===== src/rtl/demod_timer_pkg.sv =====
// rtl/demod_timer_pkg.sv - shared TTI timing types, default sizes and frame/subframe wrap arithmetic
package demod_timer_pkg;

  localparam int DEF_NUM_SF = 10;
  localparam int DEF_SFN_W  = 10;
  localparam int DEF_SF_W   = 4;

  typedef struct packed {
    logic [DEF_SFN_W-1:0] sfn;
    logic [DEF_SF_W-1:0]  sf;
  } tti_info_t;

  // Subframe steps to the next one; after the last subframe the frame number
  // advances and wraps naturally at its width.
  function automatic tti_info_t next_tti_info(input tti_info_t cur);
    tti_info_t nxt;
    nxt = cur;
    if (cur.sf >= DEF_SF_W'(DEF_NUM_SF - 1)) begin
      nxt.sf  = '0;
      nxt.sfn = cur.sfn + DEF_SFN_W'(1);
    end else begin
      nxt.sf = cur.sf + DEF_SF_W'(1);
    end
    return nxt;
  endfunction

endpackage


===== src/rtl/demod_ch_timer_int.sv =====
// rtl/demod_ch_timer_int.sv - one channel's offset compare with sticky interrupt and overrun flags
module demod_ch_timer_int
  import demod_timer_pkg::*;
#(
  parameter int TTI_CNT_W = 16
) (
  input  logic                 clk,
  input  logic                 reset,
  input  logic                 fireEn,
  input  logic [TTI_CNT_W-1:0] ttiCount,
  input  logic [TTI_CNT_W-1:0] chOffset,
  input  logic [TTI_CNT_W-1:0] period,
  input  logic                 intClr,
  output logic                 demodTimerInt,
  output logic                 intOverrun
);

  logic fire;

  // The count can sit past the period for one cycle after a period cut, so
  // offsets outside the current period are excluded explicitly.
  assign fire = fireEn && (ttiCount == chOffset) && (chOffset < period);

  always_ff @(posedge clk) begin
    if (reset) begin
      demodTimerInt <= 1'b0;
      intOverrun    <= 1'b0;
    end else if (fire) begin
      demodTimerInt <= 1'b1;
      intOverrun    <= !intClr && (intOverrun || demodTimerInt);
    end else if (intClr) begin
      demodTimerInt <= 1'b0;
      intOverrun    <= 1'b0;
    end
  end

endmodule


===== src/rtl/demod_tti_timer_gen.sv =====
// rtl/demod_tti_timer_gen.sv - multi-channel TTI tick, frame/subframe and demod interrupt generator
module demod_tti_timer_gen #(
  parameter int NUM_CH    = 6,
  parameter int TTI_CNT_W = 16,
  parameter int SFN_W     = demod_timer_pkg::DEF_SFN_W,
  parameter int SF_W      = demod_timer_pkg::DEF_SF_W,
  parameter int NUM_SF    = demod_timer_pkg::DEF_NUM_SF
) (
  input  logic                        SystemClock,
  input  logic                        Reset,
  input  logic                        TimerEn,
  input  logic [TTI_CNT_W-1:0]        TtiPeriod,
  input  logic                        SyncReq,
  input  logic [SFN_W-1:0]            SyncSfn,
  input  logic [SF_W-1:0]             SyncSf,
  input  logic [NUM_CH-1:0]           ChEn,
  input  logic [NUM_CH*TTI_CNT_W-1:0] ChOffset,
  input  logic [NUM_CH-1:0]           IntClr,
  input  logic [NUM_SF-1:0]           PseudoDciSfMask,
  output logic                        TtiTick,
  output logic [SFN_W+SF_W-1:0]       TtiInfo,
  output logic [TTI_CNT_W-1:0]        TtiCount,
  output logic [NUM_CH-1:0]           DemodTimerInt,
  output logic [NUM_CH-1:0]           IntOverrun,
  output logic                        SpPseudoDciInt,
  output logic                        SyncIntDsp
);
  import demod_timer_pkg::*;

  logic [TTI_CNT_W-1:0] period;
  logic [TTI_CNT_W-1:0] ttiCountQ;
  logic [SF_W-1:0]      syncSfClip;
  tti_info_t            ttiInfoQ;
  tti_info_t            nextInfo;
  logic                 wrap;

  assign period     = (TtiPeriod < TTI_CNT_W'(2)) ? TTI_CNT_W'(2) : TtiPeriod;
  assign wrap       = TimerEn && (ttiCountQ >= period - TTI_CNT_W'(1));
  assign nextInfo   = next_tti_info(ttiInfoQ);
  assign syncSfClip = (SyncSf >= SF_W'(NUM_SF)) ? '0 : SyncSf;

  // Resync outranks a coincident wrap: it restarts the TTI without a tick.
  always_ff @(posedge SystemClock) begin
    if (Reset) begin
      ttiCountQ      <= '0;
      ttiInfoQ       <= '0;
      TtiTick        <= 1'b0;
      SpPseudoDciInt <= 1'b0;
      SyncIntDsp     <= 1'b0;
    end else if (SyncReq) begin
      ttiCountQ      <= '0;
      ttiInfoQ.sfn   <= SyncSfn;
      ttiInfoQ.sf    <= syncSfClip;
      TtiTick        <= 1'b0;
      SpPseudoDciInt <= 1'b0;
      SyncIntDsp     <= 1'b1;
    end else begin
      SyncIntDsp     <= 1'b0;
      TtiTick        <= wrap;
      SpPseudoDciInt <= wrap && PseudoDciSfMask[nextInfo.sf];
      if (wrap) begin
        ttiCountQ <= '0;
        ttiInfoQ  <= nextInfo;
      end else if (TimerEn) begin
        ttiCountQ <= ttiCountQ + TTI_CNT_W'(1);
      end
    end
  end

  assign TtiCount = ttiCountQ;
  assign TtiInfo  = ttiInfoQ;

  // Channels compare against the pre-update count, so a fire coincident with
  // a resync still uses the old position.
  for (genvar c = 0; c < NUM_CH; c++) begin : gChannel
    demod_ch_timer_int #(
      .TTI_CNT_W(TTI_CNT_W)
    ) uChTimerInt (
      .clk          (SystemClock),
      .reset        (Reset),
      .fireEn       (TimerEn & ChEn[c]),
      .ttiCount     (ttiCountQ),
      .chOffset     (ChOffset[c*TTI_CNT_W +: TTI_CNT_W]),
      .period       (period),
      .intClr       (IntClr[c]),
      .demodTimerInt(DemodTimerInt[c]),
      .intOverrun   (IntOverrun[c])
    );
  end

endmodule


===== config.mk =====
export PLATFORM = sky130hd
export DESIGN_NAME = demod_tti_timer_gen
export DESIGN_NICKNAME = d
export VERILOG_FILES = /design/src/rtl/demod_timer_pkg.sv /design/src/rtl/demod_ch_timer_int.sv /design/src/rtl/demod_tti_timer_gen.sv
export SDC_FILE = /design/constraint.sdc
export NUM_CORES = 1
export LEC_CHECK = 0
export BUFFER_PORTS_ARGS = -buffer_cell sky130_fd_sc_hd__buf_2
export CAP_MARGIN = 20
export CELL_PAD_IN_SITES_DETAIL_PLACEMENT = 0
export CELL_PAD_IN_SITES_GLOBAL_PLACEMENT = 1
export CORE_MARGIN = 2
export CORE_UTILIZATION = 41
export CTS_CLUSTER_SIZE = 8
export DETAILED_ROUTE_END_ITERATION = 8
export PLACE_DENSITY_LB_ADDON = 0.1
export SKIP_CTS_REPAIR_TIMING = 1
export SLEW_MARGIN = 10
export SYNTH_ARGS = -nofsm -noshare
export SYNTH_HDL_FRONTEND = slang
export SYNTH_SLANG_ARGS = --single-unit

===== constraint.sdc =====
create_clock -name SystemClock -period 9.45 [get_ports SystemClock]
set_input_delay 1.4175 -clock SystemClock [delete_from_list [all_inputs] [get_ports SystemClock]]
set_output_delay 1.4175 -clock SystemClock [all_outputs]
set_load 0.03 [all_outputs]

# --- Word level (Yosys, flattened, before mapping) ---
# Cells that the tools add are included.
totals:
  regBits: 45
  in_bits: 152
  output_inout_bits: 45
  elab_cells: 115
op_classes:
  n_addsub: 4
  order_cmp: 11
  eq_ne: 6
  n_mux: 27
  bitwise_logic: 6
  reduce_logical: 43
op_table:
  columns: ["operator", "n"]
  rows:
  - ["$eq 16x16->1", 6]
  - ["$lt 16x16->1", 6]
  - ["$mux 14", 2]
  - ["$logic_and 1x1->1", 20]
  - ["$mux 1", 20]
  - ["$add 16x1->16 const B", 1]
  - ["$ge 16x16->1", 1]
  - ["$lt 16x2->1 const B", 1]
  - ["$mux 16", 1]
  - ["$reduce_bool 2->1", 8]
  - ["$sub 16x1->16 const B", 1]
  - ["$add 10x1->10 const B", 1]
  - ["$mux 10", 1]
  - ["$ge 4x4->1 const B", 2]
  - ["$mux 4", 2]
  - ["$and 1x1->1", 6]
  - ["$logic_not 1->1", 6]
  - ["$logic_or 1x1->1", 6]
  - ["$lt 4x5->1 const B", 1]
  - ["$add 4x1->4 const B", 1]
  - ["$bmux 1 s4", 1]
  - ["$reduce_or 3->1", 1]
  - ["$reduce_and 2->1", 1]
  - ["$reduce_or 2->1", 1]

# --- Longest topological paths before layout ---
depth:
  word_depth: 7
  ltp_mapped: 18
  mapped_depth_nobuf: 16

# --- By module ---
# A second synthesis with hierarchy kept.
unflattened:
  cells_unflattened: 801
  hier_area_um2: 6251.0
modules_own_cells:
  columns: ["mod", "n_inst", "cells_each", "area_each_um2", "seq_area_each_um2"]
  rows:
  - ["demod_ch_timer_int", 6, 81, 618.1, 40.0]
  - ["demod_tti_timer_gen", 1, 315, 2542.4, 660.6]

# --- Worst setup path before layout ---
# OpenSTA, ideal clock, no wires.
synth_timing:
  kind: "input to register"
  from: "input port TtiPeriod[12]"
  to: "register ttiInfoQ (netlist bit TtiInfo[13])"
  setup_ns: 0.091
  arrival_ns: 5.464
  required_ns: 9.359
  path_slack_ns: 3.895
  stages: 17
  n_path_buf: 1
  cell_sequence: "or4_4 -> or3_4 -> o41ai_4 -> ha_1 -> nand2_1 -> nor3_1 -> nand2_1 -> nor2_1 -> xnor2_1 -> ha_1 -> and3_1 -> a221o_1 -> a2111oi_2 -> a211oi_1 -> buf_2 -> a31o_2 -> a311oi_1"
synth_between:
  elab_chain_cells: 7
synth_rtl:
  columns: ["item", "line", "text"]
  rows:
  - ["start: declaration", "demod_tti_timer_gen.sv:12", "input logic [TTI_CNT_W-1:0] TtiPeriod,"]
  - ["$lt 16x2->1", "demod_tti_timer_gen.sv:37", "assign period = (TtiPeriod < TTI_CNT_W'(2)) ? TTI_CNT_W'(2) : TtiPeriod;"]
  - ["$mux 16 (*)", "demod_tti_timer_gen.sv:37", null]
  - ["$sub 16x1->16 (*)", "demod_tti_timer_gen.sv:38", "assign wrap = TimerEn && (ttiCountQ >= period - TTI_CNT_W'(1));"]
  - ["$ge 16x16->1 (*)", "demod_tti_timer_gen.sv:38", null]
  - ["$logic_and 1x1->1 (*)", "demod_tti_timer_gen.sv:38", null]
  - ["$reduce_bool 2->1 (no line) (*)", null, null]
  - ["$reduce_and 2->1 (no line) (*)", null, null]
  - ["end signal: assignment", "demod_tti_timer_gen.sv:63", "ttiInfoQ <= nextInfo;"]
  - ["end: declaration", "demod_tti_timer_gen.sv:33", "tti_info_t ttiInfoQ;"]
# Mark *: on every way between the ends. The rest lies on a longest branch, timed or not.
# A chain may end at the register's enable or synchronous reset.

# --- Worst setup path after layout ---
layout_timing:
  from: "input port TtiPeriod[12]"
  to: "register ttiCountQ[15], in the netlist TtiCount[15]"
layout_between:
  elab_chain_cells: 6
layout_rtl:
  columns: ["item", "line", "text"]
  rows:
  - ["$lt 16x2->1", "demod_tti_timer_gen.sv:37", null]
  - ["$mux 16 (*)", "demod_tti_timer_gen.sv:37", null]
  - ["$sub 16x1->16 (*)", "demod_tti_timer_gen.sv:38", null]
  - ["$ge 16x16->1 (*)", "demod_tti_timer_gen.sv:38", null]
  - ["$logic_and 1x1->1 (*)", "demod_tti_timer_gen.sv:38", null]
  - ["$reduce_or 3->1 (no line) (*)", null, null]
  - ["end signal: assignment", "demod_tti_timer_gen.sv:65", "ttiCountQ <= ttiCountQ + TTI_CNT_W'(1);"]
  - ["end: declaration", "demod_tti_timer_gen.sv:31", "logic [TTI_CNT_W-1:0] ttiCountQ;"]
# Marked as above.

==> flow_metrics.tcl <==
set metrics [dict create \
    synth_ff_type "dfxtp_1" \
    seq_area_um2 901 \
    slowest_stage "o41ai_4" \
    cp.arrival_ps 6440 \
    cp_data_required_time_ps 9680 \
    p_leak_uw 0.00343 \
    cts_made_buffers 5 \
    num_io_pins 197 \
    yosys_warnings 0 \
    max_cap_violations 0 \
    multi_input_area_um2 4810 \
    synth_area_um2 6000 \
    finalCritPeriodShare_pct 65.7 \
    hold_violations 0 \
    synth_cells 718 \
    fin_cells 1075 \
    routedWlPerCell_um 20.8 \
    gp_congestion 0.923 \
    r2r-start "TtiCount[9]" \
    synth_seq_cells 45 \
    vias_per_cell 5.73 \
    dp_cells 1066 \
    die_h_um 125 \
    min_to "gChannel[2].uChTimerInt.intOverrun" \
    grt_remaining_overflow 0 \
    end_kind "flop" \
    ant_nets 0 \
    fmax_ghz 0.161 \
    cts_htree_levels 2 \
    maxSlewHeadroom_pct 41.6 \
    power.density_cell_area_nw_per_um2 88.3 \
    syn_to_final_growth_pct 20.7 \
    drive_above_1_share_pct 25.5 \
    reg2reg_depth 7 \
    cts_buffer_depth 2 \
    die_w_um 125 \
    clk_pin_slew_ps 60 \
    track_usage_pct 28.1 \
    setup_slack_ps 3240 \
    synth_cell_types 64 \
    regToRegSetupSlack_ps 6280 \
    worst_ir_drop_vdd_mv 0.0637 \
    die_area_um2 15600 \
    num_vias 6157 \
    grt_max_degree 26 \
    finalMaxSlewViolations 0 \
    outcome "complete, no violations" \
    worstSetupPathType "in2reg" \
    finalWirelength_um 22300 \
    holdPathStages 2 \
    grt_antenna_before_repair 1 \
    synth_edf_count 0 \
    hp-start "gChannel[2].uChTimerInt.intOverrun" \
    worst_slew_pin_slew_ps 875 \
    dp_hpwl_um 17000 \
    start_util_pct 41.6 \
    io_buffers 196 \
    setup-violations-final 0 \
    cts-root-buf "clkbuf_16" \
    place_ws_ps 2980 \
    cp_top_family "simple AND/OR/NAND/NOR gates" \
    rsz0062_at_grt "no" \
    synth_seq_area_share_pct 15.0 \
    period_needed_ps 6210 \
    async_reset_ff_share_pct 0 \
    cts.sinks 45 \
    n_fill_cell 1474 \
    path_buf_inv 1 \
    hold_ws_ps 451 \
    hold_path_class "reg2reg" \
    synth_area_leader_cell "ha_1" \
    cp_slowest_stage_delay_ps 710 \
    grt_pass1_vias 6084 \
    synth_nets 982 \
    start_kind "input pin" \
    synth_area_leaders "ha_1 23%, dfxtp_1 15%, xnor2_1 14%" \
    clkLatencyLatePin_ps 300 \
    cts_tree "built" \
    synth.top_cell.area_share_pct 23.3 \
    cp_cell_sequence "buf_2 > or4_4 > or3_4 > o41ai_4 > ha_1 > nand2_1 > nor3_1 > nand2_1 > nor2_1 > xnor2_1 > ha_1 > and3_1 > a221o_1 > a2111oi_2 > a21o_1 > nand2_2 > nor2_1" \
    skew_ps 7.58 \
    drc 0 \
    core_region_area_um2 14400 \
    place_area_um2 7050 \
    r2r_end "TtiCount[15]" \
    num-nets-final 1153 \
    avgSynthCellArea_um2 8.36 \
    grt_pass1_wl_um 34000 \
    firstDrtPassIters 5 \
    fp-row-count 44 \
    design_area_um2 7240 \
    worstPathMaxFanout 16 \
    setup_tns_ps 0 \
    first_iter_violations 346 \
]
[registers in the layout (all words and copies together) (netlist names)]
| name | flops |
|---|---|
| SyncIntDsp | 1 |
| TtiTick | 1 |
| TtiCount | 16 |
| gChannel.uChTimerInt.intOverrun | 6 |
| SpPseudoDciInt | 1 |
| TtiInfo | 14 |
| gChannel.uChTimerInt.demodTimerInt | 6 |
[through the flow]
stage,util (%),power (uW)
after floorplan,-,322
after global placement,48.9,403
after detailed placement,48.9,410
after CTS,50.2,642
after global routing,50.2,675
final,50.2,639
[placed cells by master, fill, tap and decap left out, types with 3 or more instances in the layout]
cell	count
nand3_1	20
a2111oi_0	5
mux2i_1	9
o2111ai_1	7
nor3_1	19
and3_1	7
a21o_1	31
a2bb2oi_1	3
nand2b_1	3
a311oi_1	4
o21a_1	6
buf_4	4
ha_1	112
o21ai_0	17
xor2_1	33
o21ai_1	7
nor4_1	8
buf_2	196
or2_2	5
and2_1	4
o211ai_1	7
a21oi_1	24
nand4_1	39
or4_1	6
xnor2_1	94
nor2_1	48
dfxtp_1	45
a211oi_1	11
inv_1	26
o21bai_1	3
and4_1	4
clkbuf_16	5
or4_4	3
nand2_1	34
or3_1	5
[layout make-up]
type                       instances  area share [%]
tap                              184            3.18
inverter                          27            1.40
clock buffer                       5            1.73
timing repair buffer             200            14.0
clock inverter                     3           0.898
sequential                        45            12.4
multi-input combinational        610            66.4
antenna                            1          0.0345
[worst max-delay path by stage]
| stage | startpoint | endpoint | depth (start not counted) |
|---|---|---|---|
| floorplan | TtiPeriod[12] | TtiInfo[13] | 17 |
| global placement | TtiPeriod[12] | TtiCount[11] | 17 |
| detailed placement | TtiPeriod[12] | TtiCount[15] | 17 |
| CTS | TtiPeriod[12] | TtiCount[15] | 17 |
| global route | TtiPeriod[12] | TtiInfo[12] | 17 |
| finish | TtiPeriod[12] | TtiCount[15] | 17 |
[kinds of logic after synthesis]
group                    share of synthesized area, %
adder cells (fa/ha/maj)                          23.3
XOR/XNOR                                         18.5
flip-flops                                       15.0
buffers and inverters                            4.88
AO/OA/AOI/OAI                                    17.0
multiplexers                                     1.69
AND/OR/NAND/NOR                                  19.6
[layer usage]
metal	track usage (%)	vias to the layer above	part of all wire, %
li1	-	2990	-
met3	5.31	47	6.7
met4	8.82	2	3.1
met1	36.7	2879	45
met2	47.2	239	45
met5	0	-	0.058
[power breakdown]
part	leakage (uW)	switching [uW]	internal, uW	total (uW)
registers	0.000366	5.56	194	199
logic	0.00297	117	92.6	210
clock network	0.0000938	79.4	151	230
total	0.00343	202	438	639
[worst min-delay path, delay by kind of cell, from the launching register on]
kind,cells,cell delay [ps]
compound gates,1,50
flops,1,310
simple gates,1,50
[cells in the mapped netlist (all sizes together) (2+ instances only)]
master and instances:
dfxtp 45, and3 7, a311oi 4, or3 6, a2bb2oi 3, nand3 20, xor2 33, o211ai 7
o21a 6, a31o 2, a21o 31, o21bai 3, buf 20, nor4 8, nand4b 2, nand4 39
nand2b 3, mux2i 9, or2b 4, a221o 2, or3b 2, and4 4, a211oi 11, ha 112
nand2 35, or2 6, a21oi 24, nor2 48, a2111oi 6, clkbuf 16, o21ai 24, nor3 19
or4 9, inv 26, o2111ai 7, and2 4, xnor2 94
No activity file was read; power rests on OpenSTA's default activity.
